[config.mk]
export PLATFORM = sky130hd
export DESIGN_NAME = fp_mult_arbiter_flat
export DESIGN_NICKNAME = d
export VERILOG_FILES = /design/src/rtl/fp_mult_arbiter_if.sv /design/src/rtl/fp_mult_arbiter.sv /design/src/flat_wrapper.sv
export SDC_FILE = /design/constraint.sdc
export NUM_CORES = 1
export LEC_CHECK = 0
export ABC_CLOCK_PERIOD_IN_PS = 3200
export CAP_MARGIN = 20
export CELL_PAD_IN_SITES_DETAIL_PLACEMENT = 1
export CELL_PAD_IN_SITES_GLOBAL_PLACEMENT = 1
export CORE_UTILIZATION = 27
export CTS_BUF_LIST = sky130_fd_sc_hd__clkbuf_4
export CTS_CLUSTER_SIZE = 28
export DETAILED_ROUTE_END_ITERATION = 6
export PLACE_DENSITY_LB_ADDON = 0.1
export SLEW_MARGIN = 20
export SYNTH_ARGS = -nofsm -noshare
export SYNTH_HDL_FRONTEND = slang
export SYNTH_SLANG_ARGS = --single-unit
[constraint.sdc]
create_clock -name clk_in -period 3.2 [get_ports clk_in]
set_input_delay 0.48 -clock clk_in [delete_from_list [all_inputs] [get_ports clk_in]]
set_output_delay 0.48 -clock clk_in [all_outputs]
set_load 0.02 [all_outputs]
[src/rtl/fp_mult_arbiter_if.sv]
// rtl/fp_mult_arbiter_if.sv - requester and multiplier-side signal bundle for fp_mult_arbiter
interface fp_mult_arbiter_if #(
  parameter int NUM_REQ = 4
);
  logic [NUM_REQ-1:0][31:0] req_a_in;
  logic [NUM_REQ-1:0][31:0] req_b_in;
  logic [NUM_REQ-1:0]       req_valid_in;
  logic [NUM_REQ-1:0]       req_ready_out;
  logic [31:0]              resp_data_out;
  logic [NUM_REQ-1:0]       resp_valid_out;
  logic [31:0]              mult_a_out;
  logic [31:0]              mult_b_out;
  logic                     mult_valid_out;
  logic [31:0]              mult_data_in;
  logic                     mult_valid_in;

  modport master (
    output req_a_in, req_b_in, req_valid_in, mult_data_in, mult_valid_in,
    input  req_ready_out, resp_data_out, resp_valid_out, mult_a_out, mult_b_out, mult_valid_out
  );

  modport slave (
    input  req_a_in, req_b_in, req_valid_in, mult_data_in, mult_valid_in,
    output req_ready_out, resp_data_out, resp_valid_out, mult_a_out, mult_b_out, mult_valid_out
  );
endinterface

[src/rtl/fp_mult_arbiter.sv]
// rtl/fp_mult_arbiter.sv - round-robin sharing of one pipelined FP multiplier among NUM_REQ requesters
// Issued requester IDs ride a tag FIFO so the in-order results can be steered back to their owner.
module fp_mult_arbiter #(
  parameter int NUM_REQ      = 4,
  parameter int MULT_LATENCY = 6,
  parameter int TAG_DEPTH    = 8
) (
  input  logic             clk_in,
  input  logic             rst_in,
  fp_mult_arbiter_if.slave bus,
  output logic             err_out
);
  localparam int IDW = (NUM_REQ > 1) ? $clog2(NUM_REQ) : 1;
  localparam int PW  = $clog2(TAG_DEPTH);
  localparam int CW  = PW + 1;
  localparam int DW  = $clog2(MULT_LATENCY + 2);

  logic [IDW-1:0]     ptr_q, ptr_d;
  logic [IDW-1:0]     tag_mem_q [TAG_DEPTH];
  logic [PW-1:0]      wr_ptr_q, rd_ptr_q;
  logic [CW-1:0]      count_q, count_d;
  logic [DW-1:0]      drain_q;
  logic               mult_valid_q;
  logic [31:0]        mult_a_q, mult_b_q;
  logic [NUM_REQ-1:0] resp_valid_q;
  logic [31:0]        resp_data_q;
  logic               err_q;

  logic               grant_vld;
  logic [IDW-1:0]     grant_idx;
  logic               result_live, pop, orphan;

  always_comb begin
    int idx;
    logic [IDW-1:0] cand;
    grant_vld = 1'b0;
    grant_idx = '0;
    idx       = 0;
    cand      = '0;
    // count_q is the occupancy at the start of the cycle; a same-cycle pop frees nothing yet
    if (!rst_in && (count_q != CW'(TAG_DEPTH))) begin
      for (int k = 0; k < NUM_REQ; k++) begin
        idx = int'(ptr_q) + k;
        if (idx >= NUM_REQ) idx = idx - NUM_REQ;
        cand = IDW'(idx);
        if (!grant_vld && bus.req_valid_in[cand]) begin
          grant_vld = 1'b1;
          grant_idx = cand;
        end
      end
    end
  end

  always_comb begin
    bus.req_ready_out = '0;
    if (grant_vld) bus.req_ready_out[grant_idx] = 1'b1;
  end

  always_comb begin
    ptr_d = ptr_q;
    if (grant_vld) ptr_d = (grant_idx == IDW'(NUM_REQ - 1)) ? '0 : grant_idx + 1'b1;
  end

  // Results inside the post-reset drain window belong to discarded tags
  assign result_live = bus.mult_valid_in && (drain_q == '0);
  assign pop         = result_live && (count_q != '0);
  assign orphan      = result_live && (count_q == '0);
  assign count_d     = count_q + CW'(grant_vld) - CW'(pop);

  always_ff @(posedge clk_in) begin
    if (rst_in) begin
      ptr_q        <= '0;
      wr_ptr_q     <= '0;
      rd_ptr_q     <= '0;
      count_q      <= '0;
      drain_q      <= DW'(MULT_LATENCY + 1);
      mult_valid_q <= 1'b0;
      mult_a_q     <= '0;
      mult_b_q     <= '0;
      resp_valid_q <= '0;
      resp_data_q  <= '0;
      err_q        <= 1'b0;
    end else begin
      ptr_q        <= ptr_d;
      count_q      <= count_d;
      mult_valid_q <= grant_vld;
      if (grant_vld) begin
        tag_mem_q[wr_ptr_q] <= grant_idx;
        wr_ptr_q            <= wr_ptr_q + 1'b1;
        mult_a_q            <= bus.req_a_in[grant_idx];
        mult_b_q            <= bus.req_b_in[grant_idx];
      end
      if (pop) begin
        resp_valid_q <= NUM_REQ'(1) << tag_mem_q[rd_ptr_q];
        resp_data_q  <= bus.mult_data_in;
        rd_ptr_q     <= rd_ptr_q + 1'b1;
      end else begin
        resp_valid_q <= '0;
      end
      if (orphan) err_q <= 1'b1;
      if (drain_q != '0) drain_q <= drain_q - 1'b1;
    end
  end

  assign bus.mult_valid_out = mult_valid_q;
  assign bus.mult_a_out     = mult_a_q;
  assign bus.mult_b_out     = mult_b_q;
  assign bus.resp_valid_out = resp_valid_q;
  assign bus.resp_data_out  = resp_data_q;
  assign err_out            = err_q;
endmodule

[src/flat_wrapper.sv]
// flat-port wrapper written by rule: the top's interface ports become plain ports
module fp_mult_arbiter_flat 
#(
  parameter int NUM_REQ      = 4,
  parameter int MULT_LATENCY = 6,
  parameter int TAG_DEPTH    = 8
)
  (clk_in, rst_in, err_out, bus_req_a_in, bus_req_b_in, bus_req_valid_in, bus_mult_data_in, bus_mult_valid_in, bus_req_ready_out, bus_resp_data_out, bus_resp_valid_out, bus_mult_a_out, bus_mult_b_out, bus_mult_valid_out);
  fp_mult_arbiter_if #(.NUM_REQ(NUM_REQ)) bus_i ();
  input  logic clk_in;
  input  logic rst_in;
  output logic err_out;
  input wire logic [$bits(bus_i.req_a_in)-1:0] bus_req_a_in;
  input wire logic [$bits(bus_i.req_b_in)-1:0] bus_req_b_in;
  input wire logic [$bits(bus_i.req_valid_in)-1:0] bus_req_valid_in;
  input wire logic [$bits(bus_i.mult_data_in)-1:0] bus_mult_data_in;
  input wire logic [$bits(bus_i.mult_valid_in)-1:0] bus_mult_valid_in;
  output wire logic [$bits(bus_i.req_ready_out)-1:0] bus_req_ready_out;
  output wire logic [$bits(bus_i.resp_data_out)-1:0] bus_resp_data_out;
  output wire logic [$bits(bus_i.resp_valid_out)-1:0] bus_resp_valid_out;
  output wire logic [$bits(bus_i.mult_a_out)-1:0] bus_mult_a_out;
  output wire logic [$bits(bus_i.mult_b_out)-1:0] bus_mult_b_out;
  output wire logic [$bits(bus_i.mult_valid_out)-1:0] bus_mult_valid_out;
  assign bus_i.req_a_in = bus_req_a_in;
  assign bus_i.req_b_in = bus_req_b_in;
  assign bus_i.req_valid_in = bus_req_valid_in;
  assign bus_i.mult_data_in = bus_mult_data_in;
  assign bus_i.mult_valid_in = bus_mult_valid_in;
  assign bus_req_ready_out = bus_i.req_ready_out;
  assign bus_resp_data_out = bus_i.resp_data_out;
  assign bus_resp_valid_out = bus_i.resp_valid_out;
  assign bus_mult_a_out = bus_i.mult_a_out;
  assign bus_mult_b_out = bus_i.mult_b_out;
  assign bus_mult_valid_out = bus_i.mult_valid_out;
  fp_mult_arbiter #(.NUM_REQ(NUM_REQ), .MULT_LATENCY(MULT_LATENCY), .TAG_DEPTH(TAG_DEPTH)) u_core (.clk_in(clk_in), .rst_in(rst_in), .bus(bus_i), .err_out(err_out));
endmodule
==> results.toml <==
[grt]
antenna_found_initial = 3
track_usage = 0.219
grt_max_degree = 73
grt_pass1_vias = 7861
grt_overflow = 0
grt_pass1_wl_mm = 43.6

[critical_path]
worstRegToRegCells = 7
endpoint_kind = "primary output"
crit_slowest_cell = "clkdlybuf4s50_1"
reg2reg_slack_ns = 0.87
cp.arrival_ns = 2.58
crit_required_ns = 2.72
startpoint_type = "input pin"
reg2reg_to = "u_core.bus.mult_a_out[3]$_SDFFE_PP0P_"
critPathMaxStageDelay_ns = 0.71
r2r-start = "u_core.ptr_q[1]$_SDFFE_PP0P_"
path_cells = "clkdlybuf4s50_1, buf_4, and2_1, o221ai_2, buf_4, nand2_2, nor3_1, clkdlybuf4s50_1"
crit_fanout = 4
critPathKind = "input pin to primary output"

[drt]
routed_wl_mm = 28.4
dr.max_layer_used = "met4"
route.detailed.drc = 0
ant_nets = 0
drt_iter0_markers = 337
dr.pass1.iters = 4
met2_length_mm = 14.2
wl_met3_mm = 2.30
met1_length_mm = 11.4
num_vias = 7456
routedWlPerCell_um = 19.2
routed_via_density = 5.03

[cts]
hold_buffers = 0
cts_root_buf = "clkbuf_4"
cts_inserted_buffers = 17
insertion_delay_ns = 0.57
cts_tree = "built"
clock-sinks = 136
cts-htree-levels = 4
cts_setup_buffers = 0
clock_path_buffers = 2
clk_pin_slew_ns = 0.16

[flow_run]
max-cap-violations = 0

[cells_and_area]
design_area_mm2 = 0.0114
final_nets = 1448
n_fill_cell = 2885
multi_input_area_mm2 = 0.00350
area_delta_synth_final_pct = 67.8
layoutNonFillerInstCount = 1482
seqCellArea_mm2 = 0.00289
layout-drive-gt1-share = 0.0719

[outcome]
status = "finished, final reports clean"

[power]
ir_drop_mv = 0.373
power_frac_clock = 0.177
p_seq_frac = 0.340
p_per_area_mw_per_mm2 = 610
power.share.combinational = 0.483
p_sw_mw = 2.86
internal-power_mw = 4.09
p_leak_nw = 4.12
sw_frac_of_total = 0.411

[sta]
rsz0062_at_grt = "no"
period_minus_slack_ns = 3.06
fin_skew_ns = 0.0322
maxSlewViolCount = 0
max-slew-margin-rel = 0.462
setup_tns_ns = 0
max_clock_freq_mhz = 327
post-route-period-util = 0.955
hold_viol_final = 0
finalSetupViolCount = 0
worst_pin_slew_ns = 0.806

[logic_synthesis]
synthCells = 765
async_flop_share = 0
ys_ff_latch = 136
ys_seq_area_frac = 0.424
yosys_warnings = 0
synthesis.nets = 1071
synth-edff-count = 16
ys.flop_type = "dfxtp_1"
ys_types = 52
syn_avg_cell_area_um2 = 8.88
synth.cell_area_mm2 = 0.00679

[min_path]
holdPathStages = 3
hold_path.class = "input pin to flop"
whs_endpoint = "u_core.bus.resp_data_out[27]$_SDFFE_PP0P_"
hp-start = "bus_mult_data_in[27]"

[floorplanning]
rows = 57
start_util = 0.277
die_w_um = 161
core_region_area_mm2 = 0.0245
die-area_mm2 = 0.0258
io_pins = 401
die_h_um = 161

[placed_design]
post-place-cells = 1447
routabilityCongestion = 0.804
place_hpwl_mm = 20.6
portBuffers = 400
postPlaceCellArea_mm2 = 0.0111
==> cell usage after synthesis, drive strengths merged (2+ instances only) <==
cell type  instances  area share
inv               15      0.0090
nand3             39       0.029
nor4               2      0.0018
and2               2      0.0018
a21oi             76       0.059
o221ai            28       0.037
a32oi             36       0.046
a211o              2      0.0026
mux4               4       0.013
nor2b              2      0.0018
ha                10       0.018
nand2b             6      0.0055
o21ai             41       0.030
buf               40       0.038
xor2               3      0.0039
dfxtp            120        0.35
edfxtp            16       0.071
xnor2              4      0.0052
mux2i             31       0.046
clkbuf            32       0.018
o211ai            28       0.031
nor2              21       0.015
a31oi             38       0.035
nor3b              2      0.0022
nor3               5      0.0037
nand2            112       0.063
a21o              38       0.042
==> cells by family (layout without fill, tap and decap cells) <==
group	count (synthesis)	in the layout	share of synthesized area
other	0	3	0
xor gates and xnor gates	7	7	0.00902
adders and majority gates	11	11	0.0214
and+or+nand+nor	196	196	0.130
DFF	136	136	0.424
muxes	36	36	0.0606
AOI/OAI and AO/OA	291	291	0.289
buffers and inverters	88	478	0.0657
==> cell usage in the layout (no fill, tap or decap), types with 2 or more instances in the layout <==
cell / count
nor2_1: 18
a21oi_1: 73
a31oi_1: 38
nand2_1: 110
a21o_1: 38
xor2_1: 3
nor3_1: 5
edfxtp_1: 16
xnor2_1: 4
dfxtp_2: 2
a32oi_1: 36
mux2i_1: 31
nand3_1: 39
nor4_1: 2
buf_4: 29
clkbuf_4: 17
o211ai_1: 28
diode_2: 3
inv_1: 13
ha_1: 10
dfxtp_1: 118
a21oi_4: 3
clkdlybuf4s50_1: 396
inv_6: 3
mux4_2: 4
o21ai_0: 40
nand2b_1: 6
inv_8: 5
inv_4: 4
nor2b_1: 2
o221ai_1: 27
nor3b_1: 2
clkinv_4: 2
a211o_1: 2
and2_1: 2
clkinv_8: 2
dlymetal6s2s_1: 2
==> sequential cells by signal, summed over array words and instances, names as in the netlist, named ones only <==
signal                     count
u_core.rd_ptr_q                3
u_core.err_out                 1
u_core.ptr_q                   2
u_core.bus.mult_valid_out      1
u_core.bus.mult_b_out         32
u_core.count_q                 4
u_core.bus.mult_a_out         32
u_core.bus.resp_data_out      32
u_core.bus.resp_valid_out      4
u_core.wr_ptr_q                3
u_core.tag_mem_q              16
u_core.drain_q                 3
==> timing repair <==
item	in CTS	in global routing
gates resized for setup	2	4
setup endpoints to repair	3	3
cloned	0	0
==> layer usage <==
metal	track usage	vias to the layer above
met2	0.394	284
met5	0	-
met3	0.0721	33
met4	0.0706	0
li1	-	3609
met1	0.241	3530
==> power by group through the flow <==
stage | clock, mW | sequential (mW) | combinational [mW]
finish | 1.23 | 2.36 | 3.36
global route | 1.36 | 2.41 | 3.60
CTS | 1.30 | 2.37 | 3.40
detailed placement | 0 | 2.40 | 3.38
global placement | 0 | 2.38 | 3.37
floorplan | 0 | 2.74 | 1.50
==> per-stage QoR <==
step           setup WS (ns)  hold WS, ns   util  power (mW)
3_3_place_gp          0.0785        0.442  0.452        5.75
5_1_grt               0.0124        0.362  0.465        7.38
4_1_cts               0.0215        0.370  0.464        7.06
6_report               0.143        0.433  0.465        6.95
3_5_place_dp          0.0302        0.448  0.452        5.79
2_1_floorplan          0.806        0.444      -        4.24
==> worst max-delay path: cells and delay by family <==
| family | cells | cell delay, ns |
|---|---|---|
| simple gates | 3 | 0.43 |
| buf+inv | 4 | 1.45 |
| compound gates | 1 | 0.21 |
==> how the worst max path moves through the flow <==
stage	from	end	slack, ns	cells past startpoint
floorplan	bus_req_valid_in[1]	u_core.count_q[2]$_SDFF_PP0_	0.81	12
global placement	bus_req_valid_in[3]	bus_req_ready_out[3]	0.08	9
detailed placement	bus_req_valid_in[1]	bus_req_ready_out[3]	0.03	9
CTS	u_core.count_q[1]$_SDFF_PP0_	bus_req_ready_out[0]	0.02	7
global route	bus_req_valid_in[0]	bus_req_ready_out[2]	0.01	8
finish	bus_req_valid_in[0]	bus_req_ready_out[2]	0.14	8
==> cell type report <==
cell class | instances | share of cell area
sequential | 136 | 0.253
antenna | 3 | 0.000658
clock inverter | 15 | 0.0154
timing repair buffer | 430 | 0.372
inverter | 16 | 0.00571
clock buffer | 17 | 0.0112
tap | 324 | 0.0356
multi-input combinational | 541 | 0.307
Note: power is estimated with default switching activity, not from simulation.
